`src/rtl/ram_fifo_ctrl.sv`:
```
// FIFO controller wrapping a dual-port RAM: port 1 writes, port 2 reads.
// Owns the pointers, occupancy count, level flags and sticky error flags.
module ram_fifo_ctrl #(
  parameter int DATA_W   = 16,
  parameter int ADDR_W   = 14,
  parameter int AF_LEVEL = (2**ADDR_W) - 4
) (
  input  logic              clk,
  input  logic              rst,
  input  logic              wr_en,
  input  logic [DATA_W-1:0] wr_data,
  input  logic              rd_en,
  output logic [DATA_W-1:0] rd_data,
  output logic              rd_valid,
  output logic              full,
  output logic              empty,
  output logic              almost_full,
  output logic [ADDR_W:0]   count,
  output logic              ovf,
  output logic              udf,
  output logic [ADDR_W-1:0] addr1,
  output logic [DATA_W-1:0] data1,
  output logic              w_en1,
  output logic [ADDR_W-1:0] addr2,
  output logic [DATA_W-1:0] data2,
  output logic              w_en2,
  input  logic [DATA_W-1:0] q2
);

  localparam logic [ADDR_W:0] DEPTH_CNT = {1'b1, {ADDR_W{1'b0}}};
  localparam logic [ADDR_W:0] AF_CNT    = (ADDR_W+1)'(AF_LEVEL);
  localparam logic [ADDR_W:0] CNT_ONE   = {{ADDR_W{1'b0}}, 1'b1};

  logic [ADDR_W-1:0] wr_ptr_q, wr_ptr_d;
  logic [ADDR_W-1:0] rd_ptr_q, rd_ptr_d;
  logic [ADDR_W:0]   count_q, count_d;
  logic              rd_valid_q, rd_valid_d;
  logic              ovf_q, ovf_d;
  logic              udf_q, udf_d;
  logic              push_ok, pop_ok;

  assign full        = (count_q == DEPTH_CNT);
  assign empty       = (count_q == '0);
  assign almost_full = (count_q >= AF_CNT);
  assign count       = count_q;
  assign rd_valid    = rd_valid_q;
  assign ovf         = ovf_q;
  assign udf         = udf_q;

  // Acceptance uses the pre-edge flags, so a pop never frees room for a push in the same cycle.
  assign push_ok = wr_en & ~full & ~rst;
  assign pop_ok  = rd_en & ~empty & ~rst;

  assign addr1   = wr_ptr_q;
  assign data1   = wr_data;
  assign w_en1   = push_ok;
  assign addr2   = rd_ptr_q;
  assign data2   = '0;
  assign w_en2   = 1'b0;
  assign rd_data = q2;

  always_comb begin
    wr_ptr_d   = wr_ptr_q;
    rd_ptr_d   = rd_ptr_q;
    count_d    = count_q;
    rd_valid_d = pop_ok;
    ovf_d      = ovf_q | (wr_en & full);
    udf_d      = udf_q | (rd_en & empty);
    if (push_ok) begin
      wr_ptr_d = wr_ptr_q + ADDR_W'(1);
    end
    if (pop_ok) begin
      rd_ptr_d = rd_ptr_q + ADDR_W'(1);
    end
    case ({push_ok, pop_ok})
      2'b10:   count_d = count_q + CNT_ONE;
      2'b01:   count_d = count_q - CNT_ONE;
      default: count_d = count_q;
    endcase
  end

  always_ff @(posedge clk) begin
    if (rst) begin
      wr_ptr_q   <= '0;
      rd_ptr_q   <= '0;
      count_q    <= '0;
      rd_valid_q <= 1'b0;
      ovf_q      <= 1'b0;
      udf_q      <= 1'b0;
    end else begin
      wr_ptr_q   <= wr_ptr_d;
      rd_ptr_q   <= rd_ptr_d;
      count_q    <= count_d;
      rd_valid_q <= rd_valid_d;
      ovf_q      <= ovf_d;
      udf_q      <= udf_d;
    end
  end

endmodule

```
`config.mk`:
```
export PLATFORM = sky130hd
export DESIGN_NAME = ram_fifo_ctrl
export DESIGN_NICKNAME = d
export VERILOG_FILES = /design/src/rtl/ram_fifo_ctrl.sv
export SDC_FILE = /design/constraint.sdc
export NUM_CORES = 1
export LEC_CHECK = 0
export CAP_MARGIN = 20
export CORE_MARGIN = 3
export CORE_UTILIZATION = 43
export DETAILED_ROUTE_END_ITERATION = 7
export MAX_ROUTING_LAYER = met4
export PLACE_DENSITY = 0.82
export SYNTH_ARGS = -nofsm -noshare
export SYNTH_HDL_FRONTEND = slang
export SYNTH_SLANG_ARGS = --single-unit
```
`constraint.sdc`:
```
create_clock -name clk -period 5.2 [get_ports clk]
set_clock_uncertainty 0.15 [all_clocks]
set_input_delay 0.78 -clock clk [delete_from_list [all_inputs] [get_ports clk]]
set_output_delay 0.78 -clock clk [all_outputs]
set_load 0.01 [all_outputs]
```
Word level (Yosys, flattened, before mapping)
Cells that the tools add are included.
{"block": "classes", "addsub": 4, "magnitude_cmp": 1, "n_eq_ne": 3, "n_mux": 1, "bitwise": 11, "n_reduce_logical": 2}
{"cell": "case mux 15 bit (2 select lines)", "n": 1}
{"cell": "adder 14 x 1 -> 14 bit, second input constant", "n": 2}
{"cell": "adder 15 x 1 -> 15 bit, second input constant", "n": 1}
{"cell": "== test 15 bit, second input constant", "n": 1}
{"cell": ">= comparator 15 x 14 -> 1 bit, second input constant", "n": 1}
{"cell": "zero test 15 bit", "n": 1}
{"cell": "subtractor 15 x 1 -> 15 bit, second input constant", "n": 1}
{"cell": "AND 1 bit", "n": 6}
{"cell": "NOT 1 bit", "n": 3}
{"cell": "== test 2 x 1 -> 1 bit, second input constant", "n": 1}
{"cell": "== test 2 bit, second input constant", "n": 1}
{"cell": "bitwise OR 1 bit", "n": 2}
{"cell": "nonzero test 2 bit", "n": 1}
{"block": "word_totals", "reg_bits": 46, "input_bits": 36, "output_inout_bits": 99, "word_cells": 28}

Longest topological paths before layout
Gate-level depths: netlist (run 1).
{"block": "logic_depth", "depth_word": 6, "ltp_mapped": 13, "depth_no_buf": 13}

Worst setup path before layout (run 1)
Ideal clock, no wire load.
{"block": "synth_path", "path_kind": "register -> register", "startpoint": "register count_q[9] (netlist: count[9])", "endpoint": "register count_q[14] (netlist: count[14])", "setup_time_ps": 123, "arrival_ps": 3516, "t_required_ps": 4927, "path_slack_ps": 1410, "path_stages_with_launch": 13, "path_buffers": 0, "period_less_slack_ps": 3790, "cell_sequence": "dfxtp_1 -> nor4_2 -> nand4_4 -> o21ai_1 -> or2_2 -> ha_1 -> ha_1 -> nor2b_4 -> o31a_1 -> o311a_1 -> o21ai_1 -> mux2i_1 -> mux2_1"}
{"block": "synth_via", "elab_chain_len": 6, "word_cells_on_any_way": 14, "cone_classes": "2 x add/sub; 3 x eq/ne; 1 x mux; 6 x bitwise; 2 x reduce/logical"}
{"item": "from (decl)", "line_no": "36", "source": "logic [ADDR_W:0] count_q, count_d;"}
{"item": "from (signal assigned)", "line_no": "93", "source": "count_q <= count_d;"}
{"item": "branches (longest 6 deep; another with subtractor 15 x 1 -> 15 bit)"}
Several ways; the timed one is not identified.
A chain may end at the register's enable or synchronous reset.

Worst setup path after layout (run 1)
Ends and elaborated chain as after synthesis.

==> impl_metrics.csv, run 1 <==
group,metric,value,unit
pwr,p_leak,1.258,nW
pwr,p_per_area,434.0,mW/mm²
synth,synth_top_area_share,29.76,%
synth,avgSynthCellArea,8.164,µm²
detailed_routing,wl,7032,µm
layout,final_cells,493,
clocking,htreeDepth,2,
worst_setup_path,slowest_delay,0.52,ns
place,dp_cells,485,
synth,synth_edf_count,0,
synth,yosys_warnings,0,
layout,fillers,626,
detailed_routing,drt_iter0_drc,178,
synth,ys_types,56,
clocking,cts.path.max_buffers,2,
worst_setup_path,cp.required,5.27,ns
worst_setup_path,arrival,4.38,ns
place,dp_hpwl,5063,µm
global_routing,grt_pass1_wl,11590,µm
synth,synth_seq_cells,46,
worst_setup_path,worstPathMaxFanout,15,
layout,multi_input_area,0.001753,mm²
worst_setup_path,reg2reg_from,"count[9]$_SDFFE_PP0P_",
die,die_y,90.83,µm
worst_hold_path,hold_depth,2,
pwr,total_power,0.001514,W
global_routing,grt_max_degree,32,
synth,synth_most_common_cell,"nor2_1",
sta,slew_viol_final,0,
worst_setup_path,worst-setup-path-type,"reg2reg",
worst_setup_path,reg2reg_slack,0.88,ns
global_routing,antenna_found_initial,0,
worst_setup_path,r2r_cells,12,
worst_hold_path,hp-start,"addr1[13]$_SDFFE_PP0P_",
synth,syn_inst,379,
die,die_w,90.83,µm
die,die_area,0.008250,mm²
layout,area.sequential,920.9,µm²
worst_setup_path,cp_slowest_cell,"ha_1",
synth,syn-cell-area,0.003094,mm²
die,fp.coreArea,0.006869,mm²
layout,antennaDiodeCount,0,
clocking,clock_sinks,46,
die,io_pins,135,
layout,area_growth,12.74,%
synth,synthFlopType,"dfxtp_1",
place,gp_congestion,0.8703,
die,num_rows,30,
sta,setup_viol,0,
synth,async_reset_ff_share,0,%
detailed_routing,via_count,2650,
global_routing,overflow,0,
clocking,cts_tree,"built",
clocking,cts_hold_buf,0,
clocking,ctsResizeCount,0,
worst_setup_path,regToRegEndpoint,"count[14]$_SDFFE_PP0P_",
synth,synth.largest_area_cell,"dfxtp_1",
layout,fin_nets,449,
clocking,cts_root_buf,"clkbuf_8",
layout,drive_above_1_share,5.290,%
run,max-cap-violations,0,
place,io_buffers,53,
sta,fin_crit,4.316,ns
status,status,"complete, no violations",
detailed_routing,ant_nets,0,
global_routing,grt_pass1_vias,2456,
clocking,insertion_delay,0.32,ns
detailed_routing,vias_per_cell,5.375,
worst_setup_path,setup.worst_path.end_class,"register",
worst_hold_path,hp-class,"reg2reg",
synth,synth_commonest_cells,"nor2_1 (50), buf_4 (49), dfxtp_1 (46)",
sta,finalHoldViolations,0,
worst_hold_path,whs_endpoint,"addr1[13]$_SDFFE_PP0P_",
sta,fmax,231.7,MHz
sta,relSlewSlack,38.84,%
sta,grt_setup_unrepaired,"false",
worst_setup_path,start_kind,"register",
detailed_routing,post-route-drc-count,0,
clocking,numCtsBuffers,5,
worst_setup_path,path_cells,"nor4_2 -> nand4_4 -> o21ai_1 -> or2_2 -> ha_1 -> ha_1 -> nor2b_4 -> o31a_1 -> o311a_1 -> o21ai_1 -> mux2i_1 -> mux2_1",
sta,finalSetupTns,0,ns
detailed_routing,first_pass_iters,4,
die,initial_core_util,45.05,%
detailed_routing,detail_route.wl_per_cell,14.26,µm
global_routing,grt_use_total,17.14,%
synth,synthTopCellsByArea,"dfxtp_1 (30%), buf_4 (12%), ha_1 (6.5%)",
sta,worst_slew_pin_slew,0.9174,ns
pwr,worst_ir_drop_vdd,0.3950,mV
clocking,clk_pin_slew,0.10,ns
synth,yosysSeqAreaShare,29.76,%
clocking,post_cts_buffers,0,
sta,fin_crit_sh,83.00,%
-- registers in the layout, indices dropped and copies added (netlist names) --
| signal | flops |
|---|---|
| addr1 | 14 |
| addr2 | 14 |
| udf | 1 |
| rd_valid | 1 |
| ovf | 1 |
| count | 15 |
-- stage by stage --
stage	util (%)	instance area [µm²]	hold slack, ns	setup slack [ns]
2_1_floorplan	-	3154	0.3522	1.410
3_3_place_gp	49.36	3391	0.3026	0.8197
3_5_place_dp	49.36	3391	0.3218	0.7675
4_1_cts	50.78	3488	0.3587	0.8826
5_1_grt	50.78	3488	0.3857	0.6988
6_report	50.78	3488	0.3515	0.8841
-- placed cells by master (no fill, tap or decap), types with 2 or more instances in the layout --
| cell type | instances |
|---|---|
| xnor2_1 | 14 |
| o21ai_1 | 2 |
| nand2_1 | 19 |
| conb_1 | 17 |
| nor2b_1 | 5 |
| o211ai_1 | 3 |
| and2_1 | 2 |
| o31ai_1 | 3 |
| a21o_1 | 3 |
| o21ai_0 | 19 |
| ha_1 | 16 |
| nor2_1 | 50 |
| and3_1 | 2 |
| xor2_1 | 4 |
| nand4_1 | 5 |
| nor4_2 | 2 |
| nor3_1 | 10 |
| mux2i_1 | 5 |
| o21a_1 | 6 |
| a311oi_1 | 2 |
| o2111ai_2 | 3 |
| dfxtp_1 | 46 |
| clkbuf_8 | 5 |
| a211oi_1 | 6 |
| o31a_1 | 2 |
| a21oi_1 | 26 |
| inv_1 | 17 |
| or3_1 | 15 |
| nand3_1 | 7 |
| clkdlybuf4s50_1 | 52 |
-- metal layers --
metal  track usage [%]  wire length [µm]  vias to the layer above
li1                  -                 -                     1302
met1             20.76              3118                     1237
met4             5.025                52                        0
met5                 -                 0                        -
met2             27.42              3305                      106
met3             5.417               555                        5
-- cell families (layout without fill, tap and decap cells) --
family                   Yosys count  after routing  synth area share (%)
buffers and inverters             77             79                 15.53
XOR/XNOR                          18             18                 5.095
flip-flops                        46             46                 29.76
adder cells (fa/ha/maj)           17             17                 7.117
AND/OR/NAND/NOR                  127            127                 21.35
AO/OA/AOI/OAI                     87             87                 19.05
other                              1             17                0.1212
multiplexers                       6              6                 1.981
-- worst max-delay path by stage --
stage,from,end,slack [ns],cells after the start
3_3_place_gp,rd_en,count[14]$_SDFFE_PP0P_,0.82,11
2_1_floorplan,count[9]$_SDFFE_PP0P_,count[14]$_SDFFE_PP0P_,1.41,12
3_5_place_dp,rd_en,count[14]$_SDFFE_PP0P_,0.77,11
4_1_cts,count[9]$_SDFFE_PP0P_,count[14]$_SDFFE_PP0P_,0.88,12
5_1_grt,count[9]$_SDFFE_PP0P_,count[11]$_SDFFE_PP0P_,0.70,12
6_report,count[9]$_SDFFE_PP0P_,count[14]$_SDFFE_PP0P_,0.88,12
-- power breakdown --
| part | switching (W) | total (W) | internal (W) |
|---|---|---|---|
| registers | 0.0000702 | 0.000470 | 0.000399 |
| clock network | 0.000145 | 0.000246 | 0.000101 |
| logic | 0.000451 | 0.000799 | 0.000348 |
| total | 0.000666 | 0.00151 | 0.000848 |
-- area by class of cell --
class,count,share of cell area (%)
clock buffer,5,1.973
clock inverter,3,0.8250
inverter,17,1.829
multi-input combinational,272,50.25
sequential,46,26.40
tap,96,3.443
timing repair buffer,54,15.28
-- critical path: cells and delay by family (launching register included) --
family / cells / cell delay, ns
simple gates: 4 / 1.08
flops: 1 / 0.37
fa+ha+maj: 2 / 0.90
compound gates: 4 / 1.15
mux: 2 / 0.55
Power figures use the tool's default switching activity.
==> inputs of run 2 (changes only) <==
Settings changed: CORE_UTILIZATION 43 to 39, PLACE_DENSITY 0.82 to 0.78.
Clock period 5.2 ns to 3.8 ns, I/O delays scaled along.
==> impl_metrics.csv, run 2 (synthesized netlist as in run 1, its figures left out) <==
group,metric,value,unit
sta,slew_viol_final,0,
layout,fillers,725,
sta,finalHoldViolations,0,
global_routing,grt_pass1_wl,12300,µm
place,place_ws,-0.02101,ns
clocking,insertion_delay,0.31,ns
global_routing,antenna_found_initial,0,
status,status,"complete, no violations",
clocking,cts_tree,"built",
die,die_w,95.07,µm
clocking,clk_pin_slew,0.10,ns
sta,worst_slack,0.1725,ns
clocking,cts.path.max_buffers,2,
detailed_routing,post-route-drc-count,0,
detailed_routing,wl,7680,µm
worst_setup_path,worstPathMaxFanout,9,
detailed_routing,first_pass_iters,4,
pwr,p_sw_share,41.25,%
sta,finalSetupTns,0,ns
sta,grt_setup_unrepaired,"false",
pwr,clkPwrFrac,13.5,%
clocking,clock_sinks,46,
detailed_routing,via_count,2797,
clocking,cts_root_buf,"clkbuf_8",
worst_setup_path,arrival,3.68,ns
die,die_area,0.009038,mm²
global_routing,grt_max_degree,41,
pwr,worst_ir_drop_vdd,0.3025,mV
pwr,switchingPower,0.0009629,W
detailed_routing,vias_per_cell,5.189,
clocking,post_cts_buffers,0,
die,num_rows,31,
pwr,p_leak,1.471,nW
pwr,pwr-share-comb,60.5,%
die,die_y,95.07,µm
sta,fmax,275.7,MHz
pwr,p_int,0.001372,W
die,fp.coreArea,0.007486,mm²
pwr,p_per_area,612.7,mW/mm²
clocking,htreeDepth,2,
global_routing,overflow,0,
worst_setup_path,cp.required,3.86,ns
global_routing,grt_pass1_vias,2634,
sta,setup_viol,0,
layout,final_common_cell,"clkdlybuf4s50_1",
worst_hold_path,hp-class,"reg2reg",
pwr,p_seq_share,26.0,%
detailed_routing,detail_route.wl_per_cell,14.25,µm
worst_setup_path,setup.worst_path.end_class,"register",
worst_setup_path,start_kind,"register",
place,io_buffers,53,
layout,most-common-layout-cells,"clkdlybuf4s50_1 (52), nor2_1 (50), dfxtp_1 (46)",
sta,fin_crit_sh,95.46,%
layout,antennaDiodeCount,0,
detailed_routing,drt_iter0_drc,116,
worst_setup_path,worst-setup-path-type,"reg2reg",
sta,fin_crit,3.628,ns
place,dp_hpwl,5904,µm
layout,fin_nets,492,
layout,area_growth,23.13,%
layout,drive_above_1_share,14.77,%
die,io_pins,135,
detailed_routing,ant_nets,0,
place,gp_congestion,0.8863,
layout,largest_register_ffs,15,
clocking,numCtsBuffers,5,
run,max-cap-violations,0,
global_routing,grt_use_total,17.49,%
die,initial_core_util,41.33,%
==> run 2: cell count changes in the layout (fill, tap and decap cells not counted), sizes merged <==
cell      delta
inv          -2
clkinv       +1
buf         +43
clkinvlp     +1
==> run 2: cell type report <==
cell class,count,area (µm²),share of cell area (%)
Multi-Input combinational cell,272,1755,46.08
Sequential cell,46,920.9,24.17
Timing Repair Buffer,97,855.8,22.46
Tap cell,99,123.9,3.251
Clock buffer,5,68.82,1.806
Inverter,17,63.81,1.675
Clock inverter,3,21.27,0.5583
==> run 2: worst paths after layout <==
check | slack (ns) | startpoint | endpoint | cells past startpoint
worst max-delay path | 0.17 | count[9]$_SDFFE_PP0P_ | count[14]$_SDFFE_PP0P_ | 12
worst max register to register | 0.17 | count[9]$_SDFFE_PP0P_ | count[14]$_SDFFE_PP0P_ | 12
worst min-delay path | 0.33 | udf$_SDFF_PP0_ | udf$_SDFF_PP0_ | 2
worst min register to register | 0.33 | udf$_SDFF_PP0_ | udf$_SDFF_PP0_ | 2
==> run 2: power groups by stage <==
stage	clock, W	sequential (W)	combinational, W
final	0.000314	0.000607	0.00141
after global routing	0.000335	0.000616	0.00156
after CTS	0.000323	0.000608	0.00142
after detailed placement	0	0.000619	0.00141
after global placement	0	0.000616	0.00138
after floorplan	0	0.000663	0.000788
==> run 2: through the flow <==
step / hold slack, ns / std cells / util (%) / total power (W) / instance area, µm²
after floorplan: 0.3522 / 395 / - / 0.001451 / 3154
after CTS: 0.3339 / 539 / 50.86 / 0.002352 / 3807
after detailed placement: 0.3071 / 531 / 49.66 / 0.002029 / 3717
after global routing: 0.3727 / 539 / 50.89 / 0.002511 / 3810
after global placement: 0.3076 / 531 / 49.66 / 0.001994 / 3717
final: 0.3312 / 539 / 50.89 / 0.002334 / 3810
==> run 2: routing by layer <==
layer	routed length, µm	share of wire (%)	GRT usage (%)
met2	3896	51	29.45
met1	3293	43	21.18
met3	356	4.6	2.841
met5	0	0	-
met4	133	1.7	6.010
==> run 2: repair_timing <==
action | in CTS | in global routing
gates resized for setup | 0 | 1
endpoints found under the setup margin | 0 | 4
hold buffers | 0 | 0
==> run 2: critical path, cell delays in order, from the launching register on <==
cell     delay (ns)
dfxtp_1        0.33
nor4_2         0.45
nand4_4        0.21
o21ai_1        0.20
or2_2          0.15
ha_2           0.31
ha_1           0.29
nor2b_4        0.14
o31a_1         0.25
o311a_1        0.32
o21ai_1        0.17
mux2i_1        0.22
mux2_1         0.33
